==> src/rtl/conv_pkg.sv <==
// ============================================================================
// Module  : conv_pkg
// Brief   : Shared constants and window-offset helper for the 4x4 conv feeder.
// Revision: 1.0
// ============================================================================
`default_nettype none

package conv_pkg;

    localparam int DATA_W_DEF = 8;
    localparam int KERN       = 4;

    // Bit offset of window element (i,j); i = row (0 oldest), j = column (0 leftmost)
    function automatic int win_off(input int i, input int j, input int dw);
        return (i * KERN + j) * dw;
    endfunction

endpackage

`default_nettype wire

==> src/rtl/conv_line_buffer.sv <==
// ============================================================================
// Module  : conv_line_buffer
// Brief   : DEPTH x WIDTH register array, combinational read and write at the
//           same column index.
// Revision: 1.0
// ============================================================================
`default_nettype none

module conv_line_buffer #(
    parameter int DEPTH = 8,
    parameter int WIDTH = 24,
    parameter int AW    = $clog2(DEPTH)
) (
    input  logic             clk,
    input  logic             i_we,
    input  logic [AW-1:0]    i_addr,
    input  logic [WIDTH-1:0] i_wdata,
    output logic [WIDTH-1:0] o_rdata
);

    logic [WIDTH-1:0] r_mem [DEPTH];

    // Contents need no reset: a row is only consumed after it has been written.
    always_ff @(posedge clk) begin
        if (i_we) begin
            r_mem[i_addr] <= i_wdata;
        end
    end

    assign o_rdata = r_mem[i_addr];

endmodule

`default_nettype wire

==> src/rtl/conv_window_feeder.sv <==
// ============================================================================
// Module  : conv_window_feeder
// Brief   : Raster pixel stream -> 4x4 sliding windows (stride 1, no padding).
//           Optional macro CONV_FEEDER_WIN_CNT_EN adds the win_count output.
// Revision: 1.0
// ============================================================================
`default_nettype none

module conv_window_feeder
    import conv_pkg::*;
#(
    parameter int DATA_W = DATA_W_DEF,
    parameter int IMG_W  = 8,
    parameter int IMG_H  = 8
) (
    input  logic                          clk,
    input  logic                          rst_n,
    input  logic                          clr,
    input  logic                          in_valid,
    output logic                          in_ready,
    input  logic [DATA_W-1:0]             in_data,
    output logic                          out_valid,
    input  logic                          out_ready,
    output logic [KERN*KERN*DATA_W-1:0]   out_win,
    output logic [$clog2(IMG_H)-1:0]      out_row,
    output logic [$clog2(IMG_W)-1:0]      out_col,
    output logic                          frame_done
`ifdef CONV_FEEDER_WIN_CNT_EN
    ,
    output logic [15:0]                   win_count
`endif
);

    localparam int RW  = $clog2(IMG_H);
    localparam int CW  = $clog2(IMG_W);
    localparam int LBW = (KERN - 1) * DATA_W;

    localparam logic [RW-1:0] c_ROW_LAST = RW'(IMG_H - 1);
    localparam logic [CW-1:0] c_COL_LAST = CW'(IMG_W - 1);
    localparam logic [RW-1:0] c_ROW_OFF  = RW'(KERN - 1);
    localparam logic [CW-1:0] c_COL_OFF  = CW'(KERN - 1);

    logic [RW-1:0]                 r_row;
    logic [CW-1:0]                 r_col;
    logic [KERN*KERN*DATA_W-1:0]   r_shift;
    logic [KERN*KERN*DATA_W-1:0]   w_shift_next;
    logic [KERN*DATA_W-1:0]        w_col;
    logic [LBW-1:0]                w_lb_rd;
    logic [LBW-1:0]                w_lb_wr;
    logic                          w_accept;
    logic                          w_load;
    logic                          w_win_hit;
    logic                          w_row_last;
    logic                          w_col_last;

    assign in_ready   = !out_valid || out_ready;
    assign w_accept   = in_valid && in_ready;
    assign w_load     = w_accept && !clr;
    assign w_row_last = (r_row == c_ROW_LAST);
    assign w_col_last = (r_col == c_COL_LAST);
    assign w_win_hit  = (r_row >= c_ROW_OFF) && (r_col >= c_COL_OFF);

    // Line-buffer word keeps the oldest row in the low slice, so the new
    // column is simply the incoming pixel stacked on top of it.
    assign w_col   = {in_data, w_lb_rd};
    assign w_lb_wr = {in_data, w_lb_rd[LBW-1:DATA_W]};

    conv_line_buffer #(
        .DEPTH (IMG_W),
        .WIDTH (LBW)
    ) u_line_buf (
        .clk     (clk),
        .i_we    (w_load),
        .i_addr  (r_col),
        .i_wdata (w_lb_wr),
        .o_rdata (w_lb_rd)
    );

    always_comb begin
        w_shift_next = r_shift;
        for (int i = 0; i < KERN; i++) begin
            for (int j = 0; j < KERN - 1; j++) begin
                w_shift_next[win_off(i, j, DATA_W) +: DATA_W] =
                    r_shift[win_off(i, j + 1, DATA_W) +: DATA_W];
            end
            w_shift_next[win_off(i, KERN - 1, DATA_W) +: DATA_W] =
                w_col[i*DATA_W +: DATA_W];
        end
    end

    always_ff @(posedge clk or negedge rst_n) begin
        if (!rst_n) begin
            r_row      <= '0;
            r_col      <= '0;
            r_shift    <= '0;
            out_valid  <= 1'b0;
            out_win    <= '0;
            out_row    <= '0;
            out_col    <= '0;
            frame_done <= 1'b0;
        end else if (clr) begin
            r_row      <= '0;
            r_col      <= '0;
            out_valid  <= 1'b0;
            frame_done <= 1'b0;
        end else begin
            frame_done <= w_load && w_row_last && w_col_last;
            if (w_load) begin
                r_shift <= w_shift_next;
                if (w_col_last) begin
                    r_col <= '0;
                    r_row <= w_row_last ? '0 : r_row + RW'(1);
                end else begin
                    r_col <= r_col + CW'(1);
                end
            end
            if (w_load && w_win_hit) begin
                out_valid <= 1'b1;
                out_win   <= w_shift_next;
                out_row   <= r_row - c_ROW_OFF;
                out_col   <= r_col - c_COL_OFF;
            end else if (out_ready) begin
                out_valid <= 1'b0;
            end
        end
    end

`ifdef CONV_FEEDER_WIN_CNT_EN
    always_ff @(posedge clk or negedge rst_n) begin
        if (!rst_n) begin
            win_count <= '0;
        end else if (clr) begin
            win_count <= '0;
        end else if (out_valid && out_ready) begin
            win_count <= win_count + 16'd1;
        end
    end
`endif

endmodule

`default_nettype wire
==> config.mk <==
export PLATFORM = sky130hd
export DESIGN_NAME = conv_window_feeder
export DESIGN_NICKNAME = d
export VERILOG_FILES = /design/src/rtl/conv_pkg.sv /design/src/rtl/conv_line_buffer.sv /design/src/rtl/conv_window_feeder.sv
export SDC_FILE = /design/constraint.sdc
export NUM_CORES = 1
export LEC_CHECK = 0
export CAP_MARGIN = 20
export CELL_PAD_IN_SITES_DETAIL_PLACEMENT = 1
export CELL_PAD_IN_SITES_GLOBAL_PLACEMENT = 1
export CORE_MARGIN = 3
export CORE_UTILIZATION = 30
export DETAILED_ROUTE_END_ITERATION = 7
export HOLD_SLACK_MARGIN = 0.08
export PLACE_DENSITY_LB_ADDON = 0.05
export SLEW_MARGIN = 40
export SYNTH_ARGS = -nofsm -noshare
export SYNTH_HDL_FRONTEND = slang
export SYNTH_HIERARCHICAL = 1
export SYNTH_SLANG_ARGS = --single-unit
export TNS_END_PERCENT = 1
==> constraint.sdc <==
create_clock -name clk -period 4.5 [get_ports clk]
set_clock_uncertainty 0.1 [all_clocks]
set_input_delay 1.125 -clock clk [delete_from_list [all_inputs] [get_ports clk]]
set_output_delay 1.125 -clock clk [all_outputs]
set_load 0.005 [all_outputs]
======== Yosys cells after proc, flatten, opt, wreduce, memory -nomap -nowiden ========
Memory sizes are Yosys's and may differ from the RTL's.
Cells that the tools add are included.
storage, ports and cells
  memory bits (writable) .................. 192
  input bits .............................. 13
  memories kept ........................... 1
  register bits after elaboration ......... 270
cells by class
  muxes and demuxes ....................... 13
  add/subtract/negate cells ............... 4
  eq/ne operators ......................... 2
  reduce and logical (&&, ||, !) cells .... 15
  $lt $le $gt $ge ......................... 2
  bitwise logic cells ..................... 1
memory list
  name              words  width  read ports  clocked after Yosys merged registers in  wr ports  RTL line                source
  u_line_buf.r_mem  8      24     1           0                                        1         conv_line_buffer.sv:21  logic [WIDTH-1:0] r_mem [DEPTH];
operators with widths
  operator                                                                count
  3-bit 2-to-1 mux                                                        7
  3-bit by 1-bit adder with 3-bit output (second input constant)          2
  3-bit == test (second input constant)                                   2
  3-bit by 2-bit >= comparator with 1-bit output (second input constant)  2
  1-bit logical AND                                                       6
  1-bit 2-to-1 mux                                                        6
  2-bit AND reduction                                                     3
  3-bit by 2-bit subtractor with 3-bit output (second input constant)     2
  2-bit nonzero test                                                      2
  3-bit nonzero test                                                      1
  1-bit logical NOT                                                       2
  1-bit logical OR                                                        1
  1-bit inverter                                                          1

======== Depth between registers and ports, before layout ========
Gate-level depths: netlist (run 1).
  depth after elaboration ................. 7
  gate-level depth with buffers ........... 9
  mapped depth without buffers ............ 6

======== By module ========
Netlist (run 1), hierarchy kept.
by module, submodules not included
  module              sequential area each (µm²)  cells an instance  instances  area an instance (µm²)
  conv_window_feeder  5955.7                      535                1          8969.9
  conv_line_buffer    5765.5                      319                1          7400.8

======== Least setup slack after synthesis (run 1) ========
OpenSTA, ideal clock, no wires.
  kind .................................... input-to-reg
  start point ............................. input port clr
  end point ............................... memory u_line_buf.r_mem[0][0], enable pin
  path buffers ............................ 3
  slack ................................... 0.056 ns
  stages on the path ...................... 8
  arrival time ............................ 3.909 ns
  library setup time ...................... 0.435 ns
  cell sequence ........................... clkbuf_1 > nand2b_1 > nand2b_1 > buf_2 > inv_2 > buf_2 > nand2b_1 > nor3_1
on the way
  longest elaborated chain between the ends .. 4
ends and longest elaborated chain
  element                                 RTL line                  source
  from (decl)                             conv_window_feeder.sv:18  input logic clr,
  1-bit logical NOT                       conv_window_feeder.sv:58  assign w_load = w_accept && !clr;
  1-bit logical AND                       conv_window_feeder.sv:58
  named net w_load                        conv_window_feeder.sv:51  logic w_load;
  1-bit 2-to-1 mux                        conv_line_buffer.sv:25    if (i_we) begin
  1-bit 2-to-1 mux (not written as such)  conv_line_buffer.sv:26    r_mem[i_addr] <= i_wdata;
  to (decl)                               conv_line_buffer.sv:21
The timed path passes the listed nets, and every way through them passes these cells.

======== Worst setup path in the final report (run 1) ========
  start point ............................. input port out_ready
  end point ............................... output port in_ready
on the way
  longest elaborated chain between the ends .. 1
ends and longest elaborated chain
  element           RTL line                  source
  from (decl)       conv_window_feeder.sv:23  input logic out_ready,
  1-bit logical OR  conv_window_feeder.sv:56  assign in_ready = !out_valid || out_ready;
  to (decl)         conv_window_feeder.sv:20  output logic in_ready,
Every way passes these cells.

==> metrics, run 1 <==
largest net degree at the start of global routing between 80 and 90; Pwr Total 9.24 mW; Max VDD drop around 0.25 mV; Critical Path RT 3.27 ns; reg-to-reg critical path endpoint out_win[99]$_DFFE_PN0P_; reg-to-reg startpoint r_col[0]$_DFFE_PN0P_; number of global-route vias before repair a little over 9000; die area 0.0574 mm^2; CP Launch Type input port; Final Hold Vio Count 0; Avg Vias per Cell between 4 and 5; Hold Path End out_win[7]$_DFFE_PN0P_; syn_nets between 800 and 900; mux contribution to synthesized area 23.8%; slew margin rel. 45.2%; XOR/XNOR Fraction of Synth Area 0%; sequential fraction of the synthesis area 71.6%; cell count of the worst reg-to-reg path 5; Synth-to-Final Area Change 24.6%; Avg Synthesized Cell Area roughly 19 um^2; largest family of logic cells by synthesized area multiplexers; Crit Path Category in -> out; Longest Clk Path Bufs 3; DIE HEIGHT between 200 and 250 um; synthesized flop and latch total 430; total global-route track usage a little over an eighth; post-synthesis cell type count 36; per-cell routed wire length 21.6 um; Initial Util between 30% and 40%; # fillers 5217; DRT Pass-1 Iters 6; placed cell areas between 0.015 and 0.02 mm^2; I/O pin count 150; DRC 0; synth warn 6; simple-gate area share of the yosys netlist under 10%; Static Leak roughly 8.1 nW; core footprint around 0.053 mm^2; root buffer cell clkbuf_16; Hold Path Cell Cnt 1; Sw Ratio between 20% and 30%; placed insts 1678; switching pwr 2.09 mW; Worst Path Max Fanout 8; fmax approximately 240 MHz; Final Cell Area around 0.020 mm^2; Util after Layout 38.3%; post-synthesis compound-gate area fraction 1.35%; CTS resizes 0; final WL 38200 um; Mapped Area around 0.016 mm^2; minimum clock period ~4.1 ns; combinational share of power under 10%; hpwl dp between 20000 and 25000 um; Pins Over Slew Limit 0; Hold Crit Class reg -> reg; Hold Startpoint out_win[7]$_DFFE_PN0P_; Initial DRC Count just over 300; Tcrit/Tclk final around nine tenths; first-pass GRT wire length 58900 um; total setup buffers inserted after CTS 0; Arrival @ worst endpoint approximately 2.9 ns; Setup TNS 0 ns; clock network power share 42.8%; ratio of cells with drive above 1 in the final layout a little over a quarter; critical path endpoint category primary output; initial antenna violation count 0; routability-driven placement congestion ratio slightly below 0.7; Vias around 8000; ant diodes 0; Worst-Margin Slew a little over 0.8 ns; grt ovf 0; clock-pin slew on the worst setup and hold paths ~0.06 ns; adder-cell share of the synthesized area less than 1%; Sequential Power Share around half; CTS buffer count 48; CTS tree built; unrepaired setup endpoints after global routing false; nets@finish around 1100; hold buffers post-CTS 0; status finished, final reports clean; r2r setup slk 1.64 ns; die width between 200 and 250 um; H-tree levels 2; clock sink count 430; P_int around 7.1 mW; max-cap violation count 0; Mapped Cells between 800 and 900; clk_lat worst skew approximately 0.58 ns; DRT antenna net count 0; Row Count 84; Setup violations, final 0; Layout Cells excl Fill between 1500 and 2000; IO buf count 149; Power Density roughly 450 mW/mm^2
==> power groups by stage <==
| stage | sequential (mW) | combinational, mW | clock [mW] |
|---|---|---|---|
| after floorplan | 4.63 | 0.438 | 0 |
| after detailed placement | 4.73 | 0.664 | 0 |
| after global placement | 4.72 | 0.648 | 0 |
| final | 4.65 | 0.642 | 3.95 |
| after global routing | 4.69 | 0.711 | 4.29 |
| after CTS | 4.65 | 0.667 | 4.12 |
==> worst max path at each step <==
stage               startpoint                                to  slack (ns)  cells after the start
finish               out_ready                          in_ready        0.40                      4
detailed placement   out_ready                          in_ready        0.39                      4
global placement     out_ready                          in_ready        0.42                      4
floorplan                  clr  u_line_buf/r_mem[0][0]$_DFFE_PP_        0.06                      8
global route         out_ready                          in_ready        0.24                      4
CTS                  out_ready                          in_ready        0.36                      4
==> cell type report <==
type                            count  area (um^2)  share of cell area [%]
Tap cell                          688          861                    4.22
Inverter                            9         33.8                   0.166
Sequential cell                   430        11700                    57.5
Clock buffer                       69         1350                    6.62
Timing Repair Buffer              178         1790                    8.77
Multi-Input combinational cell    373         4410                    21.6
Clock inverter                     21          229                    1.12
==> routing by layer <==
layer  vias to the layer above  share of wire, %  GRT usage, %
li1                       3645                 -             -
met1                      4400                46          18.0
met2                       131                47          21.9
met3                        60               4.7          3.71
met4                         0               2.3          3.79
met5                         -                 0             0
==> kinds of logic after synthesis <==
group                      after synthesis
AOI/OAI and AO/OA                       34
adders and majority gates                6
buffers and inverters                   51
DFF                                    430
muxes                                  301
and+or+nand+nor                         32
==> cells in the final DEF (no fill, tap or decap), types with 8 or more instances in the layout <==
cell	netlist	layout
buf_4	5	23
clkbuf_1	5	15
clkbuf_16	0	49
clkdlybuf4s50_1	0	148
clkinv_1	1	8
dfrtp_1	238	236
edfxtp_1	192	192
mux2_1	78	78
mux2_2	172	172
mux2i_1	13	13
mux4_1	26	26
mux4_2	12	12
==> worst max-delay path: stages <==
cell and delay [ns]:
clkdlybuf4s50_1 0.40, nor2b_1 0.53, clkinv_1 0.30, clkdlybuf4s50_1 0.52
==> flip-flops by register name, summed over array words and instances, names as in the netlist <==
register,cells
u_line_buf/r_mem,192
out_win,128
r_shift,96
out_col,3
out_row,3
r_col,3
r_row,3
frame_done,1
out_valid,1
==> cells in the mapped netlist <==
cell type	number	area share, %
nor3_1	3	0.092
clkinv_1	1	0.023
edfxtp_1	192	35
ha_1	6	0.46
inv_2	1	0.023
buf_1	1	0.023
mux4_2	12	1.7
a221oi_1	2	0.11
inv_1	7	0.16
dfrtp_1	238	36
a21oi_1	6	0.18
buf_4	5	0.23
o22ai_1	4	0.15
a211oi_1	4	0.18
mux2_1	78	5.4
a31oi_1	4	0.15
and3_1	1	0.038
clkbuf_1	5	0.11
nand2_1	4	0.092
nor4_4	1	0.13
buf_6	5	0.34
mux2i_1	13	0.79
nand2b_1	4	0.15
a311oi_1	1	0.054
nand4_1	3	0.11
mux4_1	26	4.2
or3_1	1	0.038
o21bai_1	1	0.046
o31ai_1	2	0.092
nor2b_1	4	0.15
a22oi_1	3	0.14
nor2_1	11	0.25
mux2_2	172	12
buf_2	26	0.79
o21ai_0	6	0.18
a311o_1	1	0.061
==> stage by stage <==
stage / setup WS (ns) / hold WS (ns)
floorplan: 0.0558 / 0.359
global placement: 0.425 / 0.367
detailed placement: 0.386 / 0.374
CTS: 0.362 / 0.387
global route: 0.240 / 0.395
finish: 0.401 / 0.379
Power figures use the tool's default switching activity.
==> run 2: changes to the inputs <==
==> constraint.sdc (replaced) <==
create_clock -name clk -period 4.3 [get_ports clk]
set_clock_uncertainty 0.1 [all_clocks]
set_input_delay 1.075 -clock clk [delete_from_list [all_inputs] [get_ports clk]]
set_output_delay 1.075 -clock clk [all_outputs]
set_load 0.005 [all_outputs]
==> metrics, run 2 (synthesis gave the netlist of run 1 again) <==
status finished, final reports clean; Layout Cells excl Fill about 1800; first-pass GRT wire length 58300 um; CTS buffer count 50; hold buffers post-CTS 0; CP max stage delay around 0.48 ns; IO buf count between 100 and 150; die width 240 um; Arrival @ worst endpoint around 2.3 ns; largest net degree at the start of global routing between 80 and 90; Initial DRC Count approximately 310; Vias roughly 8300; most frequent cells in the layout dfrtp_1 (236), edfxtp_1 (192), mux2_2 (172); hpwl dp approximately 23000 um; Static Leak a little over 8 nW; clock sink count 430; area of the multi-input gates about 0.0044 mm^2; ratio of cells with drive above 1 in the final layout between 20 and 30%; DRT antenna net count 0; die area about 0.057 mm^2; Critical Path RT around 3.1 ns; CTS resizes 0; clock-pin slew on the worst setup and hold paths 0.05 ns; DRC 0; Longest Clk Path Bufs 3; CP bufs+invs 3; per-cell routed wire length approximately 21 um; CTS tree built; Setup TNS 0 ns; number of global-route vias before repair 9071; Synth-to-Final Area Change 25.0%; fmax around 290 MHz; placed insts 1681; I/O pin count 150; grt ovf 0; CP Launch Type input port; Hold Crit Class in -> async; Post-Place Worst Slack ~0.60 ns; Crit path top cell by count clkdlybuf4s50_1; Setup violations, final 0; most common cell after layout, fill and taps aside dfrtp_1; Power Density about 470 mW/mm^2; DRT Pass-1 Iters 4; routability-driven placement congestion ratio roughly 0.68; Top reg by flops u_line_buf/r_mem; Worst Path Max Fanout 3; CP cell instances clkdlybuf4s50_1 -> nor2b_1 -> clkinv_1 -> clkdlybuf4s50_1; Crit Path Category in -> out; CP max-delay cell clkdlybuf4s50_1; final WL 38000 um; initial antenna violation count 1; total global-route track usage approximately 13%; max-cap violation count 0; H-tree levels 2; slew margin rel. 57.5%; Setup WS post-layout between 0.8 and 0.9 ns; Tcrit/Tclk final 81.1%; Storage cell area approximately 0.012 mm^2; core footprint roughly 0.053 mm^2; clk_lat worst skew 0.58 ns; Largest delay share family, worst path buffers and inverters; Largest register FFs 192; critical path endpoint category primary output; Max VDD drop 0.252 mV; Util after Layout a little under two fifths; Row Count 84; # fillers roughly 5200; Worst-Margin Slew between 0.6 and 0.7 ns; unrepaired setup endpoints after global routing false; total setup buffers inserted after CTS 0; Initial Util between 30% and 40%; Top Registers u_line_buf/r_mem (192), out_win (128), r_shift (96); root buffer cell clkbuf_16; DIE HEIGHT ~240 um; r2r setup slk approximately 1.8 ns; minimum clock period approximately 3.5 ns; Pins Over Slew Limit 0; Avg Vias per Cell roughly 4.7; nets@finish 1065; Final Hold Vio Count 0
-- run 2: cell count changes in the layout (fill, tap and decap cells not counted), moves of 3 or more --
| cell | change |
|---|---|
| clkinv_2 | +3 |
| clkbuf_8 | -4 |
| clkbuf_16 | +4 |
| bufinv_16 | -3 |
| clkinv_1 | +7 |
| clkbuf_1 | -5 |
-- run 2: per-stage QoR --
| stage | hold WS [ns] | instance area (um^2) | power (mW) |
|---|---|---|---|
| after floorplan | 0.359 | 16400 | 5.30 |
| after global placement | 0.367 | 18900 | 5.63 |
| after detailed placement | 0.374 | 18900 | 5.65 |
| after CTS | 0.379 | 20400 | 9.80 |
| after global routing | 0.257 | 20500 | 10.1 |
| final | 0.269 | 20500 | 9.58 |
-- run 2: cell type report --
type,count,area share (%)
tap,688,4.21
clock buffer,64,6.73
sequential,430,57.3
multi-input combinational,373,21.6
timing repair buffer,182,9.11
inverter,9,0.165
antenna,1,0.0122
clock inverter,28,0.868
-- run 2: where the power goes --
group	internal [mW]	switching (mW)
Sequential	4.65	0.201
Combinational	0.357	0.330
Clock	2.37	1.67
Total	7.37	2.20
-- run 2: metal layers --
layer	vias to the layer above	part of all wire, %	wire [um]	GRT usage, %
li1	3663	-	-	-
met1	4402	45	17100	17.9
met2	139	48	18000	21.4
met3	62	5.1	1930	3.82
met4	0	2.3	865	3.87
met5	-	0	0	0
-- run 2: final timing paths --
kind | startpoint | endpoint | cells after the start
max | out_ready | in_ready | 4
min | rst_n | out_win[0]$_DFFE_PN0P_ | 1
max reg2reg | r_col[2]$_DFFE_PN0P_ | out_win[93]$_DFFE_PN0P_ | 5
min reg2reg | r_shift[110]$_DFFE_PN0P_ | out_win[102]$_DFFE_PN0P_ | 1
max in group asynchronous | rst_n | out_win[42]$_DFFE_PN0P_ | 3
min in group clk | r_shift[110]$_DFFE_PN0P_ | out_win[102]$_DFFE_PN0P_ | 1
==> run 3: changes to the inputs <==
==> constraint.sdc (replaced) <==
create_clock -name clk -period 3.2 [get_ports clk]
set_clock_uncertainty 0.1 [all_clocks]
set_input_delay 0.8 -clock clk [delete_from_list [all_inputs] [get_ports clk]]
set_output_delay 0.8 -clock clk [all_outputs]
set_load 0.005 [all_outputs]
==> metrics, run 3 (synthesis gave the netlist of run 1 again) <==
status finished, final reports clean; Pwr Total 13.4 mW; final WL ~39000 um; number of cells on the critical path 4; WL met2 between 15000 and 20000 um; Worst-Margin Slew ~0.67 ns; IO buf count between 100 and 150; CP Launch Type input port; DRT antenna net count 0; total global-route track usage about 14%; root buffer cell clkbuf_16; Pins Over Slew Limit 0; most common cell after layout, fill and taps aside dfrtp_1; DRC 0; Largest register FFs between 150 and 200; CP bufs+invs 3; Static Leak 8.35 nW; routability-driven placement congestion ratio around 0.7; combinational share of power 7.1%; critical path endpoint category primary output; nets@finish 1084; ant diodes 0; WL met1 18000 um; CP max-delay cell clkdlybuf4s50_1; die area 0.0574 mm^2; Largest delay share family, worst path buffers and inverters; per-cell routed wire length approximately 22 um; most frequent cells in the layout dfrtp_1 (235), edfxtp_1 (192), mux2_2 (172); initial antenna violation count 0; cell count of the worst reg-to-reg path 7; Final Hold Vio Count 0; CP cell instances clkdlybuf4s50_1 -> nor2b_1 -> clkinv_1 -> clkdlybuf4s50_1; Setup violations, final 0; Crit path top cell by count clkdlybuf4s50_1; H-tree levels 2; Max VDD drop 0.385 mV; reg-to-reg startpoint r_col[1]$_DFFE_PN0P_; minimum clock period a little over 3 ns; I/O pin count 150; Initial DRC Count around 370; Sequential Power Share 48.6%; DRT Pass-1 Iters 4; Avg Vias per Cell 4.66; Critical Path RT between 2 and 2.5 ns; r2r setup slk about 0.71 ns; Arrival @ worst endpoint 2.14 ns; CP startpoint out_ready; clock-pin slew on the worst setup and hold paths around 0.06 ns; CTS tree built; Top Registers u_line_buf/r_mem (192), out_win (128), r_shift (96); Crit Path Category in -> out; Initial Util 30.7%; Row Count 84; slew margin rel. between 50% and 60%; clock network power share 44.4%; hpwl dp between 20000 and 25000 um; first-pass GRT wire length 59300 um; switching pwr between 3 and 4 mW; Worst Path Max Fanout 3; Power Density around 640 mW/mm^2; Top reg by flops u_line_buf/r_mem; top layer in use met4; Sw Ratio between 20% and 30%; CP endpoint in_ready; Longest Clk Path Bufs 3; max-cap violation count 0; grt ovf 0; Vias roughly 8400; total setup buffers inserted after CTS 0; fmax between 300 and 400 MHz; number of global-route vias before repair around 9000; # fillers 5126; core footprint about 0.053 mm^2; unrepaired setup endpoints after global routing false; CP max stage delay ~0.47 ns; die width between 200 and 250 um; CTS buffer count 50; WL met3 approximately 2100 um; P_int roughly 10 mW; clk_lat worst skew between 0.5 and 0.6 ns; clock sink count between 400 and 500; Hold Crit Class reg -> reg; DIE HEIGHT roughly 240 um; hold slack about 0.38 ns; Synth-to-Final Area Change 27.4%; reg-to-reg critical path endpoint out_win[115]$_DFFE_PN0P_; Tcrit/Tclk final 95.0%; ratio of cells with drive above 1 in the final layout between 20 and 30%; largest net degree at the start of global routing 55
run 3: changes by cell type in the layout (fill, tap and decap cells not counted), sizes merged:
cell | before | now
dlygate4sd3 | 0 | 1
buf | 34 | 52
clkinvlp | 2 | 0
bufinv | 2 | 7
clkinv | 25 | 20
clkbuf | 64 | 68
diode | 1 | 0
run 3: how the worst min path moves through the flow:
stage / slack [ns] / cells after the start / endpoint / startpoint
6_report: 0.38 / 1 / out_win[9]$_DFFE_PN0P_ / out_win[9]$_DFFE_PN0P_
5_1_grt: 0.40 / 1 / out_win[34]$_DFFE_PN0P_ / r_shift[42]$_DFFE_PN0P_
4_1_cts: 0.39 / 1 / out_win[9]$_DFFE_PN0P_ / out_win[9]$_DFFE_PN0P_
3_5_place_dp: 0.37 / 1 / out_win[9]$_DFFE_PN0P_ / out_win[9]$_DFFE_PN0P_
3_3_place_gp: 0.37 / 1 / out_win[4]$_DFFE_PN0P_ / r_shift[12]$_DFFE_PN0P_
2_1_floorplan: 0.36 / 1 / out_win[102]$_DFFE_PN0P_ / r_shift[110]$_DFFE_PN0P_
run 3: worst reg2reg max path, cell delays in order (launching register included):
cell	delay, ns
dfrtp_2	0.54
ha_1	0.28
ha_1	0.18
a211oi_1	0.43
nor4_4	0.09
buf_12	0.19
buf_12	0.19
mux2_1	0.37
run 3: cell type report:
type                            count  area, um^2  area share [%]
Clock inverter                     26         320            1.54
Timing Repair Buffer              201        2090            10.0
Tap cell                          688         861            4.13
Sequential cell                   430       11700            56.2
Clock buffer                       68        1410            6.77
Multi-Input combinational cell    373        4410            21.2
Inverter                            9        33.8           0.162
run 3: stage by stage:
stage                     TNS (ns)  setup WS, ns  std cells  cell area [um^2]  util, %
after floorplan             -47.74        -0.278        854             16400        -
after CTS                        0         0.126       1795             20900     39.1
after global routing             0        0.0366       1795             20900     39.1
final                            0         0.160       1795             20900     39.1
after detailed placement         0         0.145       1700             19100     35.9
after global placement           0         0.170       1700             19100     35.9
run 3: per-layer routing:
metal	vias up	global-route usage, %
met3	50	3.70
met4	0	3.26
li1	3693	-
met2	158	21.5
met1	4456	19.0
met5	-	0
run 3: repair_timing:
| item | CTS | global route |
|---|---|---|
| gates resized for setup | 0 | 0 |
| hold buffers | 1 | 0 |
| endpoints found under the setup margin | 0 | 0 |
| endpoints found under the hold margin | 47 | 0 |
run 3: power groups by stage:
stage               Combinational (mW)  Sequential, mW  Clock (mW)
floorplan                        0.617            6.51           0
global placement                 0.960            6.63           0
detailed placement               0.977            6.63           0
CTS                              0.981            6.52        6.21
global route                      1.05            6.57        6.46
finish                           0.948            6.51        5.95
==> edit: new RTL, config.mk and constraints of run 2 <==
Change the parameter `IMG_H` from 8 to 4.
--- a/src/rtl/conv_window_feeder.sv
+++ b/src/rtl/conv_window_feeder.sv
@@ -11,7 +11,7 @@
 #(
     parameter int DATA_W = DATA_W_DEF,
     parameter int IMG_W  = 8,
-    parameter int IMG_H  = 8
+    parameter int IMG_H  = 4
 ) (
     input  logic                          clk,
     input  logic                          rst_n,
Ports: changed (resized out_row); port bits go from 150 to 149. No check against the original RTL was run, so the function may have changed too.
==> edit against run 2 <==
Routed wire length increased by 1.9%; combinational power shrank 4.8%; sequential cell count down 2; sequential share of layout area down 0.49 points; global-route usage is 0.21 points higher; die area rose by 0.72%; setup slack lost 0.033 ns; clock power up 2%; synthesized area grew 0.74%; total power increased by 0.30%; design area rose by 0.43%; critical path type unchanged.
==> edit: results <==
export IMPL_grt_max_degree=71
export IMPL_ff_latch_area_um2=11700
export IMPL_p_clk_mw=4.14
export IMPL_io_buffers=148
export IMPL_post_place_ws_ns=0.765
export IMPL_fillCellCount=5233
export IMPL_clkbuf_count=59
export IMPL_synthAdderAreaFrac_pct=0.303
export IMPL_synth_compound_area_share_pct=1.20
export IMPL_cellPowerDensity_nw_per_um2=468
export IMPL_synth_area_leaders="dfrtp_1, edfxtp_1, mux2_2, mux2_4, mux4_1"
export IMPL_power_frac_comb_pct=6.8
export IMPL_synth_area_per_cell_um2=19.6
export IMPL_clkTransAtPathRegs_ns=0.06
export IMPL_bufAreaShareNonClock_pct=8.78
export IMPL_place_area_um2=18900
export IMPL_nMultiInputCombCells=365
export IMPL_groute_usage_overall_pct=13.6
export IMPL_antennaDiodeCount=0
export IMPL_final_layout_size_suffix_gt1_share_pct=35.3
export IMPL_final_nets=1046
export IMPL_synth_mux_area_share_pct=24.9
export IMPL_p_total_mw=9.61
export IMPL_insertion_delay_ns=0.60
export IMPL_synth_xor_area_share_pct=0
export IMPL_vdd_drop_max_mv=0.290
export IMPL_via_count=8134
export IMPL_final_cells=1766
export IMPL_gp_congestion=0.681
export IMPL_buffers=176
export IMPL_synthToLayoutAreaGrowth_pct=24.6
export IMPL_drt_iter0_drc=358
export IMPL_wire_per_inst_um=21.9
export IMPL_worst_pin_slew_ns=0.789
export IMPL_fmax_mhz=284
export IMPL_grt_pass1_vias=8998
export IMPL_ys_seq_area_share_pct=70.8
export IMPL_syn_nets=859
export IMPL_async_flop_share_pct=55.1
export IMPL_cpPeakStageDelay_ns=0.46
export IMPL_ys_seq_elements=428
export IMPL_final_clk_cell_share_pct=7.86
export IMPL_dp_cells=1673
export IMPL_holdWs_ns=0.297
export IMPL_antenna_found_initial=2
export IMPL_status="finished clean"
export IMPL_intPower_mw=7.36
export IMPL_r2r_slack_ns=1.58
export IMPL_dp_hpwl_um=23300
export IMPL_grt_pass1_wl_um=58900
export IMPL_synthTopCellsByCount="dfrtp_1, edfxtp_1, mux2_2"
export IMPL_multi_input_area_share_pct=22.2
export IMPL_leakage_nw=8.34
export IMPL_cp_max_fo=7
edit: cell types whose count changed in the layout (fill, tap and decap cells not counted), sizes merged, moves of 2 or more:
| cell | delta |
|---|---|
| a211oi | -2 |
| inv | +2 |
| buf | -5 |
| dfrtp | -2 |
| clkinv | +3 |
| ha | -2 |
| clkbuf | -5 |
edit: final timing paths:
kind	start	end	cells after the start
min in group clk	r_shift[73]	out_win[65]	1
hold / removal	rst_n	out_win[31]	1
setup reg to reg	r_col[1]	out_win[100]	5
hold reg to reg	r_shift[73]	out_win[65]	1
max in group asynchronous	rst_n	r_shift[126]	3
setup / recovery	out_ready	in_ready	4
edit: layer usage:
layer  vias to the layer above  part of all wire (%)  GRT usage (%)  wire (um)
li1                       3603                     -              -          -
met1                      4333                    44           17.9      17200
met2                       141                    49           22.6      18900
met3                        55                   4.8           3.37       1860
met4                         2                   1.9           3.86        717
met5                         -                 0.031              0         12
